<file path="config.mk">
export PLATFORM = sky130hd
export DESIGN_NAME = crc8_check
export DESIGN_NICKNAME = d
export VERILOG_FILES = /design/src/rtl/crc8_pkg.sv /design/src/rtl/crc8_bit_lfsr.sv /design/src/rtl/crc8_check.sv
export SDC_FILE = /design/constraint.sdc
export NUM_CORES = 1
export LEC_CHECK = 0
export CAP_MARGIN = 5
export CORE_MARGIN = 2
export CORE_UTILIZATION = 45
export DETAILED_ROUTE_END_ITERATION = 16
export PLACE_DENSITY = 0.75
export SETUP_SLACK_MARGIN = 0.5
export SYNTH_ARGS = -nofsm -noshare
export SYNTH_HDL_FRONTEND = slang
export SYNTH_SLANG_ARGS = --single-unit
</file>
<file path="constraint.sdc">
create_clock -name clk -period 1.6 [get_ports clk]
set_input_delay 0.32 -clock clk [delete_from_list [all_inputs] [get_ports clk]]
set_output_delay 0.32 -clock clk [all_outputs]
set_load 0.005 [all_outputs]
</file>
<file path="src/rtl/crc8_pkg.sv">
// Shared CRC-8 definitions for the crc8_byte generator and the crc8_check receiver:
// default polynomial/init, FSM state encoding and the single-bit CRC update.
package crc8_pkg;

    localparam logic [7:0] CRC8_POLY_DEFAULT = 8'h07;
    localparam logic [7:0] CRC8_INIT_DEFAULT = 8'h00;

    typedef enum logic [1:0] {
        IDLE  = 2'd0,
        SHIFT = 2'd1,
        CHECK = 2'd2
    } crc8_state_e;

    // One MSB-first CRC step: feedback is the outgoing CRC bit xor the incoming data bit.
    function automatic logic [7:0] crc8_step(
        input logic [7:0] crc,
        input logic       din,
        input logic [7:0] poly
    );
        logic fb;
        fb = crc[7] ^ din;
        return {crc[6:0], 1'b0} ^ (fb ? poly : 8'h00);
    endfunction

endpackage

</file>
<file path="src/rtl/crc8_bit_lfsr.sv">
// Bit-serial CRC-8 register: load restores INIT, step folds in one data bit.
// Load has priority over step.
module crc8_bit_lfsr
    import crc8_pkg::*;
#(
    parameter logic [7:0] POLY = CRC8_POLY_DEFAULT,
    parameter logic [7:0] INIT = CRC8_INIT_DEFAULT
) (
    input  logic       clk,
    input  logic       rst,
    input  logic       load,
    input  logic       step,
    input  logic       din,
    output logic [7:0] crc
);

    logic [7:0] crc_d;
    logic [7:0] crc_q;

    // Next CRC value from load/step controls.
    always_comb begin
        crc_d = crc_q;
        if (load) begin
            crc_d = INIT;
        end else if (step) begin
            crc_d = crc8_step(crc_q, din, POLY);
        end else begin
            crc_d = crc_q;
        end
    end

    // CRC state register.
    always_ff @(posedge clk) begin
        if (rst) begin
            crc_q <= INIT;
        end else begin
            crc_q <= crc_d;
        end
    end

    assign crc = crc_q;

endmodule

</file>
<file path="src/rtl/crc8_check.sv">
// Receive-side CRC-8 checker: shifts each byte through the CRC one bit per cycle and
// reports the residue of every frame. Optional frame length/runt reporting: CRC8_CHECK_LEN_EN.
module crc8_check
    import crc8_pkg::*;
#(
    parameter logic [7:0] POLY  = CRC8_POLY_DEFAULT,
    parameter logic [7:0] INIT  = CRC8_INIT_DEFAULT,
    parameter int         LEN_W = 8
) (
    input  logic             clk,
    input  logic             rst,
    input  logic             clr,
    input  logic [7:0]       in_data,
    input  logic             in_valid,
    input  logic             in_last,
    output logic             in_ready,
    output logic             done,
    output logic             crc_ok,
    output logic             crc_err,
    output logic [7:0]       residue
`ifdef CRC8_CHECK_LEN_EN
    ,
    output logic [LEN_W-1:0] frame_len,
    output logic             runt
`endif
);

    if (LEN_W < 1) begin : g_len_w_check
        $error("crc8_check: LEN_W must be at least 1");
    end

    crc8_state_e state_d, state_q;
    logic [7:0]  sh_d, sh_q;
    logic        last_d, last_q;
    logic [2:0]  bitcnt_d, bitcnt_q;
    logic        done_d, done_q;
    logic        ok_d, ok_q;
    logic        err_d, err_q;
    logic [7:0]  res_d, res_q;
    logic [7:0]  crc_s;
    logic        lfsr_load_s;
    logic        lfsr_step_s;

    assign in_ready    = (state_q == IDLE) && !clr && !rst;
    assign lfsr_load_s = clr || (state_q == CHECK);
    assign lfsr_step_s = (state_q == SHIFT) && !clr;

    crc8_bit_lfsr #(
        .POLY (POLY),
        .INIT (INIT)
    ) u_lfsr (
        .clk  (clk),
        .rst  (rst),
        .load (lfsr_load_s),
        .step (lfsr_step_s),
        .din  (sh_q[7]),
        .crc  (crc_s)
    );

    // Frame FSM next-state and status capture.
    always_comb begin
        state_d  = state_q;
        sh_d     = sh_q;
        last_d   = last_q;
        bitcnt_d = bitcnt_q;
        done_d   = 1'b0;
        ok_d     = ok_q;
        err_d    = err_q;
        res_d    = res_q;
        if (clr) begin
            state_d = IDLE;
            ok_d    = 1'b0;
            err_d   = 1'b0;
            res_d   = 8'h00;
        end else begin
            case (state_q)
                IDLE: begin
                    if (in_valid) begin
                        sh_d     = in_data;
                        last_d   = in_last;
                        bitcnt_d = 3'd7;
                        state_d  = SHIFT;
                    end else begin
                        state_d  = IDLE;
                    end
                end
                SHIFT: begin
                    sh_d     = {sh_q[6:0], 1'b0};
                    bitcnt_d = bitcnt_q - 3'd1;
                    if (bitcnt_q == 3'd0) begin
                        state_d = last_q ? CHECK : IDLE;
                    end else begin
                        state_d = SHIFT;
                    end
                end
                CHECK: begin
                    done_d  = 1'b1;
                    res_d   = crc_s;
                    ok_d    = (crc_s == 8'h00);
                    err_d   = (crc_s != 8'h00);
                    state_d = IDLE;
                end
                default: begin
                    state_d = IDLE;
                end
            endcase
        end
    end

    // FSM and registered status outputs.
    always_ff @(posedge clk) begin
        if (rst) begin
            state_q  <= IDLE;
            sh_q     <= 8'h00;
            last_q   <= 1'b0;
            bitcnt_q <= 3'd0;
            done_q   <= 1'b0;
            ok_q     <= 1'b0;
            err_q    <= 1'b0;
            res_q    <= 8'h00;
        end else begin
            state_q  <= state_d;
            sh_q     <= sh_d;
            last_q   <= last_d;
            bitcnt_q <= bitcnt_d;
            done_q   <= done_d;
            ok_q     <= ok_d;
            err_q    <= err_d;
            res_q    <= res_d;
        end
    end

    assign done    = done_q;
    assign crc_ok  = ok_q;
    assign crc_err = err_q;
    assign residue = res_q;

`ifdef CRC8_CHECK_LEN_EN
    logic [LEN_W-1:0] len_d, len_q;
    logic [LEN_W-1:0] flen_d, flen_q;
    logic             runt_d, runt_q;

    // Byte counter saturates so oversized frames report all-ones rather than wrapping.
    always_comb begin
        len_d  = len_q;
        flen_d = flen_q;
        runt_d = runt_q;
        if (clr) begin
            len_d  = '0;
            flen_d = '0;
            runt_d = 1'b0;
        end else begin
            case (state_q)
                IDLE: begin
                    if (in_valid && (len_q != {LEN_W{1'b1}})) begin
                        len_d = len_q + LEN_W'(1);
                    end else begin
                        len_d = len_q;
                    end
                end
                CHECK: begin
                    flen_d = len_q;
                    runt_d = (len_q == LEN_W'(1));
                    len_d  = '0;
                end
                default: begin
                    len_d = len_q;
                end
            endcase
        end
    end

    // Frame length registers.
    always_ff @(posedge clk) begin
        if (rst) begin
            len_q  <= '0;
            flen_q <= '0;
            runt_q <= 1'b0;
        end else begin
            len_q  <= len_d;
            flen_q <= flen_d;
            runt_q <= runt_d;
        end
    end

    assign frame_len = flen_q;
    assign runt      = runt_q;
`endif

endmodule

</file>
Word level (Yosys, flattened, before mapping) --
Cells that the tools add are included.
Cells by class: equal/unequal tests 3, reduce and logical (&&, ||, !) cells 15, multiplexer cells 10, bitwise logic cells 3, $add $sub $neg 1
Operators with widths (number):
- $pmux 8 s2 | 1
- $logic_not 8->1 | 1
- $mux 8 | 1
- $reduce_bool 8->1 | 1
- $xor 8x8->8 | 1
- $mux 3 | 2
- $pmux 3 s2 | 1
- $reduce_and 3->1 | 2
- $mux 2 | 2
- $pmux 2 s2 | 1
- $reduce_or 2->1 | 2
- $logic_and 1x1->1 | 3
- $logic_not 3->1 | 1
- $sub 3x1->3 const B | 1
- $eq 2x1->1 const B | 1
- $eq 2x2->1 const B | 1
- $logic_not 1->1 | 2
- $logic_not 2->1 | 1
- $mux 1 | 2
- $ne 2x2->1 const B | 1
- $reduce_bool 2->1 | 1
- $logic_or 1x1->1 | 1
- $not 1->1 | 1
- $xor 1x1->1 | 1
Word-level totals: word-level logic and storage cells 41, bits in registers 33

Logic depth before layout (Yosys ltp) --
depth after elaboration 3, mapped depth 6, gate-level depth less buffers 5

Cells and area by module --
A second synthesis with hierarchy kept.
Second synthesis, totals: cell total of the unflattened synthesis 155, area, all modules 1410.1 µm²
Modules (own cells, without submodules):
- crc8_check | times used 1, cells each 121, area an instance 1066.0 µm²
- crc8_bit_lfsr | times used 1, cells each 34, area an instance 344.1 µm²

Least setup slack after synthesis --
OpenSTA, ideal clock, no wires.
kind input to register, from input clr, to register bitcnt_q[2], buffers on the path 2, data arrival time 1.144 ns, library setup time 0.145 ns, stages 4, path slack 0.311 ns, cell sequence buf_2 > buf_2 > nor3_2 > a311oi_1
Between the ends: cells in the longest elaborated chain, start to end 2
RTL lines:
- start, declared | line crc8_check.sv:12 | input logic clr,
- $not 1->1 (no source line)
- $reduce_and 3->1 (no source line)
- end signal, assigned | line crc8_check.sv:125 | bitcnt_q <= bitcnt_d;
- end, declared | line crc8_check.sv:35 | logic [2:0] bitcnt_d, bitcnt_q;
Every way passes these cells. A chain may end at the register's enable or synchronous reset.

Worst setup path after layout --
from register state_q[0], to output in_ready
Between the ends: cells in the longest elaborated chain, start to end 3
RTL lines:
- start, declared | line crc8_check.sv:32 | crc8_state_e state_d, state_q;
- start signal, assigned | line crc8_check.sv:122 | state_q <= state_d;
- $logic_not 2->1 | line crc8_check.sv:44 | assign in_ready = (state_q == IDLE) && !clr && !rst;
- $logic_and 1x1->1 (2 in a row) | line crc8_check.sv:44
- end, declared | line crc8_check.sv:16 | output logic in_ready,
Every way passes these cells.

==> results.txt <==
At the pin with the least slew margin, the transition time is 0.5513 ns. The number of nets in the synthesized netlist is 153. The minimum clock period is 1.373 ns. The chip width is 60.20 um. For this block, the routed nets add up to 3605 um of wire. The count of maximum capacitance violations came out at 0. The critical path required time is 1.28 ns. The total count of hold-check failures in the final report came out at 0.

The number of endpoints failing setup at the final stage came out at 0. The number of pins exceeding their max-slew limit in the final report came out at 0. The layout overhead on the synthesized area is 55.28%.

The number of non-filler instances in the completed layout is around 240. The number of warnings issued by yosys is 0. The worst pin sits at a relative slew slack of 0.6291.

The worst min-delay path category is flip-flop to flip-flop. The share of final-layout standard cells stronger than drive strength 1 is 0.5026. After floorplanning, the core was divided into 20 placement rows.

25 I/O pins were placed. The number of port buffers is 24. The die covers 3624 um^2. The post-synthesis instance area came out at 1421 um^2.

Of the available clock period, the critical path in the final layout requires 0.8580. The clock insertion delay at the later pin of the skew report came out at ~0.34 ns. STA classifies the critical path startpoint as a flip-flop.

The pin count of the biggest net entering global routing is 18. Dividing the synthesized area by the synthesized cell count gives ~10 um^2. The layout net count came out at 205.

The dominant register cell in the synthesized netlist is sky130_fd_sc_hd__dfxtp_1. The worst clock skew is between 0.008 and 0.009 ns. Setup repair after global routing could not meet its margin everywhere.

The height of the die is 60.20 um. Of all nets on the critical path, the largest fanout is 2. Yosys mapped the design onto 33 distinct sky130hd cell types. The worst setup path is captured at a primary output. The power density over cell area is 851.3 nW/um^2.

The clock-pin slew on the worst setup and hold paths came out at about 0.1 ns. The maximum vdd drop is 0.0008269 V. The worst endpoint data arrival time is 1.05 ns.

The maximum number of buffers from clock root to sink came out at 2. The core region is 3028 um^2. The critical setup path kind is flip-flop to primary output. The cell total after placement came out at about 200. TritonCTS built the clock tree. The fmax is 0.7284 GHz. The H-tree was split into 2 levels. The detailed router finished its first iteration with 34 violations.

The number of instances in the synthesized netlist is 138. The first-pass GRT wire length is 5644 um. The overflow left after global routing is 0. The utilization after layout is 0.7289. The count of nets left with antenna violations once routing finished came out at 0. The first detailed-routing pass took 4 iterations. The area of combinational cells with multiple inputs is a little over 800 um^2. The initial antenna violation count is 0. The root buffer cell chosen for the clock tree is sky130_fd_sc_hd__clkbuf_4.

The final RePlAce weighted congestion is approximately 0.75. The detailed placer's ending HPWL is between 1500 and 2000 um. The flip-flop and latch count after synthesis came out at 33.

The setup check on the worst reg-to-reg path leaves a slack of around 0.24 ns. For this configuration, the core starts out at a cell density of 0.4694. The routed via count is about 1300. The number of global-route vias before repair is 1240.

The static power due to leakage came out at between 0.9 and 1 nW. The via count normalized by instance count came out at 5.345. The flow ran to the end, and the final reports show no timing, DRC or antenna violations. The final antenna diode count is 0.

Yosys mapped a number of flops with a built-in enable equal to 0. The total power draw came out at 1.879 mW. After detailed routing, the number of remaining DRC violations is 0.

The async set-reset flop share out of synthesis is 0. In the global route stage, overall resource usage came out at 0.2135. The sequential share of the synthesized area is 0.4648. The number of buffers created by CTS is 5.

The storage element area came out at approximately 680 um^2. The clock sink count came out at 33. The per-cell routed wire length is 15.34 um. The fill cell total of the finished layout came out at 210.
## critical path: stages, from the launching register on
cell	delay, ns
sky130_fd_sc_hd__dfxtp_2	0.34
sky130_fd_sc_hd__nor4_2	0.23
sky130_fd_sc_hd__buf_2	0.15
## per-layer routing
metal | up-vias | GRT usage | wire (um)
met2 | 38 | 0.3960 | 1959
met3 | 8 | 0.07792 | 167
met4 | 0 | 0.08254 | 87
met1 | 599 | 0.2133 | 1390
li1 | 611 | - | -
met5 | - | 0 | 0
## per-stage QoR
step	setup TNS (ns)	cell area [um^2]	hold WS (ns)	setup slack, ns
finish	0	2207	0.4955	0.2271
global route	0	2207	0.5157	0.1332
CTS	0	2117	0.4860	0.2078
detailed placement	-4.221	1745	0.4368	-0.2635
global placement	-2.835	1745	0.4216	-0.2176
floorplan	0	1460	0.4134	0.4122
## placed cells by master (no fill, tap or decap), drive strengths merged
cell           synthesis  routed
nor4                   3       3
a211oi                 9       9
a21oi                 18      18
nor2                   5       5
o31ai                  1       1
nor4b                  2       2
clkdlybuf4s50          0       9
or2                    1       1
bufinv                 0       2
a22o                   9       9
xnor2                  1       1
nor3b                  2       2
clkbuf                 2       5
nor3                   2       2
ha                     2       2
nand2                  9       9
nor2b                  2       2
dlygate4sd2            0       3
xor3                   2       2
or3                    1       1
inv                    3       3
o21a                   1       1
a32o                   1       1
mux2i                  8       8
a311oi                 2       2
dfxtp                 33      33
o21ai                  7       7
buf                   10      45
clkinv                 0       1
nand2b                 2       2
## cell usage after synthesis (2+ instances only)
| library cell | instances | area share |
|---|---|---|
| sky130_fd_sc_hd__dfxtp_1 | 33 | 0.46 |
| sky130_fd_sc_hd__a21oi_1 | 18 | 0.063 |
| sky130_fd_sc_hd__a22o_1 | 9 | 0.055 |
| sky130_fd_sc_hd__nand2_1 | 9 | 0.024 |
| sky130_fd_sc_hd__a211oi_1 | 8 | 0.042 |
| sky130_fd_sc_hd__mux2i_1 | 8 | 0.056 |
| sky130_fd_sc_hd__o21ai_0 | 7 | 0.025 |
| sky130_fd_sc_hd__buf_2 | 5 | 0.018 |
| sky130_fd_sc_hd__nor2_1 | 4 | 0.011 |
| sky130_fd_sc_hd__buf_6 | 3 | 0.024 |
| sky130_fd_sc_hd__inv_1 | 3 | 0.0079 |
| sky130_fd_sc_hd__nor4_1 | 3 | 0.013 |
| sky130_fd_sc_hd__a311oi_1 | 2 | 0.012 |
| sky130_fd_sc_hd__clkbuf_1 | 2 | 0.0053 |
| sky130_fd_sc_hd__ha_1 | 2 | 0.018 |
| sky130_fd_sc_hd__nand2b_1 | 2 | 0.0088 |
| sky130_fd_sc_hd__nor3_2 | 2 | 0.014 |
| sky130_fd_sc_hd__nor3b_2 | 2 | 0.018 |
| sky130_fd_sc_hd__xor3_1 | 2 | 0.033 |
## path summary, 6_finish.rpt
path	start	end	cells after the start
min	last_q	state_q[1]	2
max reg2reg	state_q[0]	bitcnt_q[2]	5
min reg2reg	last_q	state_q[1]	2
max	state_q[0]	in_ready	2
## final cells by class
| type | instances | share of cell area |
|---|---|---|
| well taps | 44 | 0.02494 |
| clock buffers | 5 | 0.01701 |
| clock inverters | 3 | 0.02948 |
| repair buffers | 57 | 0.2466 |
| flip-flops and latches | 33 | 0.3061 |
| multi-input cells | 90 | 0.3707 |
| inverters | 3 | 0.005102 |
## kinds of logic after synthesis
group,synth area share
xor+xnor,0.03962
flops,0.4648
mux,0.05634
fa+ha+maj,0.01760
simple gates,0.1347
buf+inv,0.06250
compound gates,0.2245
## flip-flops by register name (all words and copies together), names as in the netlist
name / flops
state_q: 2
crc_ok: 1
done: 1
residue: 8
sh_q: 8
crc_err: 1
last_q: 1
u_lfsr.crc: 8
bitcnt_q: 3
## power breakdown
part / internal, mW / leakage [nW] / total [mW] / switching [mW]
Combinational: 0.121 / 0.596 / 0.236 / 0.115
Clock: 0.483 / 0.0552 / 0.778 / 0.295
Sequential: 0.846 / 0.274 / 0.864 / 0.0186
Total: 1.45 / 0.926 / 1.88 / 0.428
## what timing repair did
item / CTS / global route
buffers inserted: 18 / 2
resized for setup: 92 / 19
setup endpoints to repair: 45 / 45
pin swaps: 18 / 7
hold buffers: 0 / 0
cloned: 3 / 0
No activity file was read; power rests on OpenSTA's default activity.
